### src/rtl/imem_boot_controller_pkg.sv
// Shared definitions for the instruction-memory boot controller: FSM encoding
// and the fixed constants used by the top level and the byte packer.
package imem_boot_controller_pkg;

  typedef enum logic [1:0] {
    StIdle  = 2'd0,
    StLoad  = 2'd1,
    StWrite = 2'd2,
    StRun   = 2'd3
  } state_e;

  localparam int unsigned DefaultAddrW = 10;
  localparam logic [31:0] NopWord      = 32'h0000_0000;
  localparam int unsigned BytesPerWord = 4;

endpackage

### src/rtl/imem_byte_packer.sv
// Packs an accepted byte stream MSB-first into 32-bit words; word_valid_o
// strobes on the byte that completes a word.
module imem_byte_packer
  import imem_boot_controller_pkg::*;
(
  input  logic        clk_i,
  input  logic        rst_ni,
  input  logic        clear_i,
  input  logic        byte_valid_i,
  input  logic [7:0]  byte_i,
  output logic [31:0] word_o,
  output logic        word_valid_o
);

  localparam int unsigned CntW = $clog2(BytesPerWord);
  localparam logic [CntW-1:0] LastByte = CntW'(BytesPerWord - 1);

  logic [CntW-1:0] byte_cnt_q, byte_cnt_d;
  logic [31:0]     word_q, word_d;

  always_comb begin
    byte_cnt_d = byte_cnt_q;
    word_d     = word_q;
    if (clear_i) begin
      byte_cnt_d = '0;
      word_d     = '0;
    end else if (byte_valid_i) begin
      word_d     = {word_q[23:0], byte_i};
      byte_cnt_d = (byte_cnt_q == LastByte) ? '0 : byte_cnt_q + 1'b1;
    end
  end

  always_ff @(posedge clk_i) begin
    if (!rst_ni) begin
      byte_cnt_q <= '0;
      word_q     <= '0;
    end else begin
      byte_cnt_q <= byte_cnt_d;
      word_q     <= word_d;
    end
  end

  assign word_o       = word_q;
  assign word_valid_o = byte_valid_i && !clear_i && (byte_cnt_q == LastByte);

endmodule

### src/rtl/imem_boot_controller.sv
// Boot-load / run sequencer for the instruction memory: streams bytes into
// consecutive words while the CPU is stalled, then routes the PC to memory.
module imem_boot_controller
  import imem_boot_controller_pkg::*;
#(
  parameter int unsigned ADDR_W   = DefaultAddrW,
  parameter logic [31:0] NOP_WORD = NopWord
) (
  input  logic              clk_i,
  input  logic              rst_ni,
  input  logic              load_start_i,
  input  logic [ADDR_W:0]   load_len_i,
  input  logic              rx_valid_i,
  input  logic [7:0]        rx_data_i,
  output logic              rx_ready_o,
  input  logic [31:0]       pc_i,
  output logic [ADDR_W-1:0] imem_addr_o,
  output logic              imem_we_o,
  output logic [31:0]       imem_wdata_o,
  input  logic [31:0]       imem_rdata_i,
  output logic [31:0]       instruction_o,
  output logic              cpu_stall_o,
  output logic              load_done_o,
  output logic              load_error_o,
  output logic              fetch_fault_o
);

  localparam logic [ADDR_W:0] MaxLen = {1'b1, {ADDR_W{1'b0}}};

  state_e            state_q, state_d;
  logic [ADDR_W:0]   len_q, len_d;
  logic [ADDR_W:0]   word_cnt_q, word_cnt_d;
  logic [ADDR_W-1:0] wr_addr_q, wr_addr_d;
  logic              load_done_q, load_done_d;
  logic              load_error_q, load_error_d;

  logic              pack_clear;
  logic              pack_accept;
  logic [31:0]       pack_word;
  logic              pack_word_valid;

  assign pack_accept = rx_valid_i && (state_q == StLoad);

  imem_byte_packer u_packer (
    .clk_i        (clk_i),
    .rst_ni       (rst_ni),
    .clear_i      (pack_clear),
    .byte_valid_i (pack_accept),
    .byte_i       (rx_data_i),
    .word_o       (pack_word),
    .word_valid_o (pack_word_valid)
  );

  always_comb begin
    state_d      = state_q;
    len_d        = len_q;
    word_cnt_d   = word_cnt_q;
    wr_addr_d    = wr_addr_q;
    load_done_d  = 1'b0;
    load_error_d = load_error_q;
    pack_clear   = 1'b0;
    unique case (state_q)
      // RUN shares the IDLE length check so a reload can start straight from RUN.
      StIdle, StRun: begin
        if (load_start_i) begin
          if (load_len_i == '0) begin
            state_d      = StRun;
            load_done_d  = 1'b1;
            load_error_d = 1'b0;
          end else if (load_len_i <= MaxLen) begin
            state_d      = StLoad;
            len_d        = load_len_i;
            word_cnt_d   = '0;
            wr_addr_d    = '0;
            load_error_d = 1'b0;
            pack_clear   = 1'b1;
          end else begin
            state_d      = StIdle;
            load_error_d = 1'b1;
          end
        end
      end
      StLoad: begin
        if (pack_word_valid) state_d = StWrite;
      end
      StWrite: begin
        wr_addr_d  = wr_addr_q + 1'b1;
        word_cnt_d = word_cnt_q + 1'b1;
        if (word_cnt_q + 1'b1 == len_q) begin
          state_d     = StRun;
          load_done_d = 1'b1;
        end else begin
          state_d = StLoad;
        end
      end
      default: state_d = StIdle;
    endcase
  end

  always_ff @(posedge clk_i) begin
    if (!rst_ni) begin
      state_q      <= StIdle;
      len_q        <= '0;
      word_cnt_q   <= '0;
      wr_addr_q    <= '0;
      load_done_q  <= 1'b0;
      load_error_q <= 1'b0;
    end else begin
      state_q      <= state_d;
      len_q        <= len_d;
      word_cnt_q   <= word_cnt_d;
      wr_addr_q    <= wr_addr_d;
      load_done_q  <= load_done_d;
      load_error_q <= load_error_d;
    end
  end

  logic in_run;
  assign in_run = (state_q == StRun);

  assign cpu_stall_o   = !in_run;
  assign rx_ready_o    = (state_q == StLoad);
  assign imem_we_o     = (state_q == StWrite);
  assign imem_wdata_o  = (state_q == StWrite) ? pack_word : '0;
  assign load_done_o   = load_done_q;
  assign load_error_o  = load_error_q;

  assign imem_addr_o   = in_run ? pc_i[ADDR_W+1:2] : wr_addr_q;
  assign instruction_o = in_run ? imem_rdata_i : NOP_WORD;
  assign fetch_fault_o = in_run && ((pc_i[1:0] != 2'b00) || ((pc_i >> (ADDR_W + 2)) != '0));

endmodule

### config.mk
export PLATFORM = sky130hd
export DESIGN_NAME = imem_boot_controller
export DESIGN_NICKNAME = d
export VERILOG_FILES = /design/src/rtl/imem_boot_controller_pkg.sv /design/src/rtl/imem_byte_packer.sv /design/src/rtl/imem_boot_controller.sv
export SDC_FILE = /design/constraint.sdc
export NUM_CORES = 1
export LEC_CHECK = 0
export CELL_PAD_IN_SITES_DETAIL_PLACEMENT = 0
export CELL_PAD_IN_SITES_GLOBAL_PLACEMENT = 1
export CORE_AREA = 2 2 134 97
export CTS_CLUSTER_DIAMETER = 60
export DETAILED_ROUTE_END_ITERATION = 10
export DIE_AREA = 0 0 136 99
export MAX_ROUTING_LAYER = met4
export PLACE_DENSITY = 0.86
export SETUP_SLACK_MARGIN = 0.15
export SLEW_MARGIN = 20
export SYNTH_ARGS = -nofsm -noshare
export SYNTH_HDL_FRONTEND = slang
export SYNTH_SLANG_ARGS = --single-unit
### constraint.sdc
create_clock -name clk_i -period 3.9 [get_ports clk_i]
set_input_delay 0.78 -clock clk_i [delete_from_list [all_inputs] [get_ports clk_i]]
set_output_delay 0.78 -clock clk_i [all_outputs]
set_load 0.1 [all_outputs]
# --- Word-level counts from Yosys, hierarchy flattened ---
# Index checks and enable logic that the tools add are counted.
totals:
  register_bits: 70
  in_bits: 87
  wordCells: 69
classes:
  addsub: 3
  order_cmp: 1
  n_eq_ne: 9
  muxes: 28
  bitwise: 2
  reduce_logical: 18
ops:
  columns: ["operator", "count"]
  rows:
  - ["2-to-1 mux 32 bit", 2]
  - ["2-to-1 mux 10 bit", 4]
  - ["2-to-1 mux 11 bit", 3]
  - ["nonzero test 32 bit", 1]
  - ["one-hot mux 11 bit (2 select lines)", 1]
  - ["one-hot mux 10 bit (2 select lines)", 1]
  - ["adder 11 x 1 -> 11 bit, second input constant", 1]
  - ["== test 11 bit", 1]
  - ["less-or-equal comparator 11 bit, second input constant", 1]
  - ["zero test 11 bit", 1]
  - ["adder 10 x 1 -> 10 bit, second input constant", 1]
  - ["2-to-1 mux 1 bit", 10]
  - ["2-to-1 mux 2 bit", 5]
  - ["AND reduction 4 bit", 2]
  - ["== test 2 bit, second input constant", 3]
  - ["inequality test 2 bit, second input constant", 3]
  - ["one-hot mux 2 bit (3 select lines)", 1]
  - ["logical AND 1 bit", 4]
  - ["AND reduction 2 bit", 2]
  - ["nonzero test 2 bit", 2]
  - ["OR reduction 2 bit", 2]
  - ["adder 2 x 1 -> 2 bit, second input constant", 1]
  - ["== test 2 x 1 -> 1 bit, second input constant", 1]
  - ["zero test 1 bit", 2]
  - ["other kinds (5)", 6]

# --- Longest topological paths before layout ---
# Gate-level depths: netlist (run 1).
depth:
  ltp_word: 10
  mapped_depth: 10

# --- Modules after synthesis ---
# A second synthesis (run 1) with hierarchy kept.
hier_totals:
  hier_cells: 452
  area_unflattened_um2: 3907.5
by_module_without_submodules:
  columns: ["mod", "instances", "cells_each", "area_each_um2", "seq_area_each_um2"]
  rows:
  - ["imem_boot_controller", 1, 338, 2676.3, 720.7]
  - ["imem_byte_packer", 1, 114, 1231.2, 680.7]

# --- Worst setup path before layout (run 1) ---
# Ideal clock, no wire load.
synth_path:
  path_kind: "reg2out"
  startpoint: "register state_q[0]"
  endpoint: "output fetch_fault_o"
  arrival_ns: 2.934
  t_required_ns: 3.120
  path_slack_ns: 0.186
  stages_incl_launch_ff: 6
  path_buffers: 2
  cell_sequence: "dfxtp_1 ha_1 clkbuf_1 clkbuf_1 inv_1 nor2_1"
synth_between:
  elab_chain_cells: 2
synth_rtl:
  columns: ["element", "line", "source"]
  rows:
  - ["start: declaration", "imem_boot_controller.sv:30", "state_e state_q, state_d;"]
  - ["start signal: assignment", "imem_boot_controller.sv:102", "state_q <= StIdle;"]
  - ["start signal: assignment", "imem_boot_controller.sv:109", "state_q <= state_d;"]
  - ["== test 2 bit", "imem_boot_controller.sv:119", "assign in_run = (state_q == StRun);"]
  - ["logical AND 1 bit", "imem_boot_controller.sv:130", "assign fetch_fault_o = in_run && ((pc_i[1:0] != 2'b00) || ((pc_i >> (ADDR_W + 2)) != '0));"]
  - ["end: declaration", "imem_boot_controller.sv:25", "output logic fetch_fault_o"]
# Every way passes these cells.

# --- Worst setup path in the final report (run 1) ---
layout_path:
  startpoint: "input pc_i[14]"
  endpoint: "output fetch_fault_o"
layout_between:
  elab_chain_cells: 3
layout_rtl:
  columns: ["element", "line", "source"]
  rows:
  - ["start: declaration", "imem_boot_controller.sv:16", "input logic [31:0] pc_i,"]
  - ["nonzero test 32 bit", "imem_boot_controller.sv:130", null]
  - ["logical OR 1 bit", "imem_boot_controller.sv:130", null]
  - ["logical AND 1 bit", "imem_boot_controller.sv:130", null]
# Every way passes these cells.

==> results.toml, run 1 <==
[power]
p_leak_nw = 2.25
p_per_area_nw_per_um2 = 429
ir_drop_mv = 0.241
total_power_mw = 2.48

[layout]
nNetsFinal = 710
final_util_pct = 47.5
fin_area_um2 = 5770
drive_gt1_share_pct = 24.0
final_common_cell = "clkdlybuf4s50_1"
diodes = 0
area_growth_pct = 47.8
fin_cells = 783
fillers = 1184
layout_common_cells = "clkdlybuf4s50_1, buf_4, nand2_1, dfxtp_1, and2_1"

[cts]
clk_latency_ns = 0.32
cts_tree = "yes"
cts.clk_slew.worst_paths_ns = 0.05
hold_buffers = 0
clockBufferDepth = 2
cts_inserted_buffers = 9
cts.sinks = 70
cts_setup_buffers = 0
cts_resized = 0
htreeDepth = 3
cts_root_buf = "clkbuf_16"

[placed_design]
dp.cells = 768
dpl.hpwl_um = 8530
place_area_um2 = 5460
portBuffers = 166
post-place-ws_ns = 0.722
place.gp.congestion = 0.863

[logic_synthesis]
yosysUniqueCellTypes = 47
synth_cells = 465
ys_seq_area_share_pct = 35.9
synth.net_count = 558
synth_seq_cells = 70
yosysWarnings = 0
netlist_area_um2 = 3910
syn_avg_cell_area_um2 = 8.40

[timing]
fin_tns_setup_ns = 0
clock_skew_ns = 0.00680
max_slew_margin_pct = 33.3
setup_viol = 0
fin_ws_ns = 0.818
drv_slew = 0
period_share_pct = 79.0
hold_violations = 0
min_period_ns = 3.08
max_freq_mhz = 325
timing.hold.ws_ns = 0.450
rsz0062_at_grt = "no"
tightest_slew_ns = 0.997

[floorplanning]
ios = 167
die_x_um = 136
core_area_um2 = 12200
die_height_um = 99
row_count = 34
dieArea_um2 = 13500
start_util_pct = 32.1

[worst_setup_path]
crit_family = "simple AND/OR/NAND/NOR gates"
crit_arrival_ns = 2.30
cp_cell_sequence = "clkdlybuf4s50_1 -> or4_1 -> nor4_1 -> nor2_1 -> buf_4"
slowest_stage = "or4_1"
critPathKind = "input pin to output port"
critPathLaunchType = "input pin"
path_max_fanout = 1
critPathCaptureType = "output port"
critPathBufInv = 2
max_stage_delay_ns = 0.51
required_ns = 3.12

[route]
via_per_inst = 4.74
drt_iter0_markers = 177
vias = 3710
drtAntennaViolNets = 0
finalWirelength_um = 11300
routedWlPerCell_um = 14.4
dr.pass1.iters = 6
drc = 0

[global_routing]
antenna_found_initial = 0
grt_pass1_wl_um = 18000
gr-total-overflow = 0
first_global_vias = 3693
grt_start_max_net_pins = 43
grt_use_total_pct = 17.1

[outcome]
status = "finished, final reports clean"

[flow_run]
drv_cap = 0

[hold_path]
hp-class = "flip-flop to flip-flop"
==> final cells by class <==
class | count | area [um2] | area share, %
clock buffers | 9 | 225 | 3.90
clock inverters | 6 | 87.6 | 1.52
inverters | 4 | 15.0 | 0.260
multi-input cells | 361 | 2340 | 40.5
flip-flops and latches | 70 | 1400 | 24.3
well taps | 162 | 203 | 3.51
repair buffers | 171 | 1500 | 26.0
==> registers in the layout, indices dropped and copies added (netlist names) <==
| signal | count |
|---|---|
| u_packer.word_o | 32 |
| word_cnt_q | 11 |
| load_done_o | 1 |
| len_q | 11 |
| load_error_o | 1 |
| u_packer.byte_cnt_q | 2 |
| wr_addr_q | 10 |
| state_q | 2 |
==> metal layers <==
layer	up-vias	wire, um	global-route usage (%)
li1	1849	-	-
met2	147	4830	25.9
met5	-	0	-
met1	1700	5260	21.8
met4	0	215	6.73
met3	14	976	4.32
==> worst paths after layout <==
path	startpoint	to	slack (ns)	cells after the start
max reg2reg	state_q[1]	word_cnt_q[6]	1.48	8
max	pc_i[14]	fetch_fault_o	0.82	5
min reg2reg	u_packer.word_o[30]	u_packer.word_o[30]	0.45	2
min	u_packer.word_o[30]	u_packer.word_o[30]	0.45	2
==> cell families (layout without fill, tap and decap cells) <==
kind of cell             Yosys count  in the layout  synth area share (%)
AO/OA/AOI/OAI                     61             61                  11.6
XOR/XNOR                          35             35                  7.85
buffers and inverters             34            190                  4.39
AND/OR/NAND/NOR                  236            236                  32.2
flip-flops                        70             70                  35.9
multiplexers                      23             23                  6.21
adder cells (fa/ha/maj)            6              6                  1.92
==> Yosys cell counts, drive strengths merged <==
library cell   n  area (um2)
a211o          1        8.76
nand4         11        75.1
or3            3        18.8
nand4b         1        8.76
xnor2         15         131
a21boi         1        7.51
nor3b          1        12.5
nor2          29         111
a21oi         41         318
ha             6        75.1
or4            2        15.0
a31oi          4        25.0
a22o           1        8.76
clkbuf        17        63.8
o31ai          1        7.51
buf           13        92.6
a211oi         1        7.51
nor4           8        71.3
mux2          10         113
nor2b         13        81.3
a21bo          1        10.0
a32oi          1        8.76
o22ai          1        6.26
inv            4        15.0
nand2         83         312
and3b          1        8.76
xor2          20         175
o2bb2a         1        10.0
and3           4        25.0
o21ai          7        35.0
mux2i         13         130
nor3           2        15.0
and2          66         413
nor4b          1        8.76
nand3          7        47.6
dfxtp         70        1400
nand2b         4        32.5
==> worst reg2reg max path, cell delays in order (launching register included) <==
cell and delay, ns:
dfxtp_1 0.39, inv_1 0.09, ha_1 0.33, and3b_1 0.27
nand4_1 0.18, nand3_4 0.29, nand2b_1 0.09, nand2_1 0.52
nor2_1 0.12
==> power by group <==
| group | leakage [nW] | internal, mW | switching (mW) |
|---|---|---|---|
| sequential | 0.566 | 0.758 | 0.0415 |
| clock | 0.155 | 0.556 | 0.306 |
| combinational | 1.53 | 0.271 | 0.548 |
(Power assumes the default switching activity.)
==> run 2: changes to the inputs <==
CORE_AREA = 2 2 147 106   (was 2 2 134 97)
DIE_AREA = 0 0 149 108   (was 0 0 136 99)
PLACE_DENSITY = 0.76   (was 0.86)
clock period = 2.6 ns   (was 3.9 ns; I/O delays follow)
==> run 2 against run 1 <==
  * Combinational power increased by 75%
  * Utilization rose by 1.1 points
  * Worst hold slack improved by 0.00099 ns
  * Non-clock buffer count up 15
  * Clock skew grew 0.00069 ns
  * Critical path depth rose by 3
  * Final cell count up 6.1%
  * Setup slack lost 0.54 ns
  * Critical path type is now input pin to flip-flop
  * Sequential share of layout area shrank 4.4 points
  * Cell area grew 22%
==> results.toml, run 2 (synthesized netlist as in run 1, its figures left out) <==
[outcome]
status = "finished, final reports clean"

[timing]
rsz0062_at_grt = "no"
setup_viol = 0
period_share_pct = 89.1
drv_slew = 0
max_slew_margin_pct = 59.6
timing.hold.ws_ns = 0.451
min_period_ns = 2.32
max_freq_mhz = 431
tightest_slew_ns = 0.604
clock_skew_ns = 0.00749
hold_violations = 0

[cts]
cts.sinks = 70
htreeDepth = 3
cts_inserted_buffers = 9
clockBufferDepth = 2
hold_buffers = 0
cts.clk_slew.worst_paths_ns = 0.06
cts_tree = "yes"
clk_latency_ns = 0.33
cts_root_buf = "clkbuf_16"
cts_setup_buffers = 0

[hold_path]
hp-class = "flip-flop to flip-flop"
worstHoldStart = "u_packer.word_o[30]"

[worst_setup_path]
rr_worst_depth = 8
required_ns = 2.81
critPathCaptureType = "flip-flop"
crit_end = "word_cnt_q[5]"
setup.worst_path.start = "load_len_i[3]"
r2r_slack_ns = 0.56
critPathKind = "input pin to flip-flop"
crit_arrival_ns = 2.53
r2r_start = "state_q[1]"
critPathLaunchType = "input pin"
timing.rr.end = "wr_addr_q[9]"
path_max_fanout = 9

[power]
p_per_area_nw_per_um2 = 570
p_leak_nw = 2.73
total_power_mw = 4.02
ir_drop_mv = 0.348

[route]
drtAntennaViolNets = 0
routedWlPerCell_um = 14.4
dr.pass1.iters = 4
via_per_inst = 4.52
drt_iter0_markers = 160
finalWirelength_um = 12000
drc = 0
vias = 3760

[layout]
multiInputGateArea_um2 = 2410
diodes = 0
area_growth_pct = 80.6
nNetsFinal = 725
final_util_pct = 48.5
fillers = 1343
largest_reg_flops = 32
layout_common_cells = "nand2_1, buf_12, dfxtp_1, clkdlybuf4s50_1, and2_1"
drive_gt1_share_pct = 31.6
final_common_cell = "nand2_1"
register_area_um2 = 1400

[floorplanning]
start_util_pct = 26.9
core_area_um2 = 14500
dieArea_um2 = 16100
row_count = 37
ios = 167
die_x_um = 149
die_height_um = 108

[flow_run]
drv_cap = 0

[global_routing]
antenna_found_initial = 0
first_global_vias = 3711
grt_pass1_wl_um = 19100
gr-total-overflow = 0
grt_start_max_net_pins = 44
grt_use_total_pct = 15.1

[placed_design]
portBuffers = 166
place.gp.congestion = 0.815
dpl.hpwl_um = 9400
run 2: cell count changes in the layout (fill, tap and decap cells not counted), sizes merged:
cell,delta
buf,+17
bufinv,+1
clkdlybuf4s50,-22
clkinv,-2
clkinvlp,+2
dlygate4sd2,+4
dlymetal6s2s,+16
inv,-1
run 2: worst max-delay path, stage by stage:
cell	delay (ns)
clkdlybuf4s50_1	0.49
or4_1	0.60
a21oi_2	0.24
nand3_4	0.16
buf_4	0.21
nand4_1	0.11
xor2_1	0.15
nor2_1	0.05
run 2: worst min-delay path by stage:
stage,endpoint,slack (ns),cells after the start
global route,u_packer.word_o[30],0.48,2
global placement,u_packer.word_o[30],0.44,2
CTS,u_packer.word_o[30],0.46,2
finish,u_packer.word_o[30],0.45,2
detailed placement,u_packer.word_o[30],0.45,2
floorplan,u_packer.word_o[30],0.43,2
run 2: layout make-up:
class | instances | area share, %
Multi-Input combinational cell | 361 | 34.2
Timing Repair Buffer | 186 | 37.5
Tap cell | 195 | 3.46
Sequential cell | 70 | 19.9
Inverter | 4 | 0.266
Clock buffer | 9 | 3.19
Clock inverter | 6 | 1.58
run 2: per-stage QoR:
step,area [um2],setup TNS (ns),setup WS (ns),instances
final,7050,0,0.282,831
after global routing,7050,0,0.155,831
after CTS,6990,0,0.151,831
after detailed placement,6650,-1.42,-0.0629,816
after global placement,6650,-0.695,-0.0294,816
after floorplan,3970,0,0.151,465
run 2: what timing repair did:
item                       CTS  global route
pin swaps                    3             7
cloned                       0             0
resized for setup            6            20
setup endpoints to repair    1            10
run 2: where the power goes:
part           total (mW)  switching, mW  internal, mW
Combinational        1.43          0.870         0.559
Clock                1.39          0.460         0.931
Sequential           1.20         0.0631          1.14
run 2: routing by layer:
layer	track usage, %	vias up	routed length (um)
li1	-	1879	-
met1	19.4	1722	5630
met2	23.0	147	5110
met3	4.09	12	1040
met4	4.90	0	208
met5	-	-	0
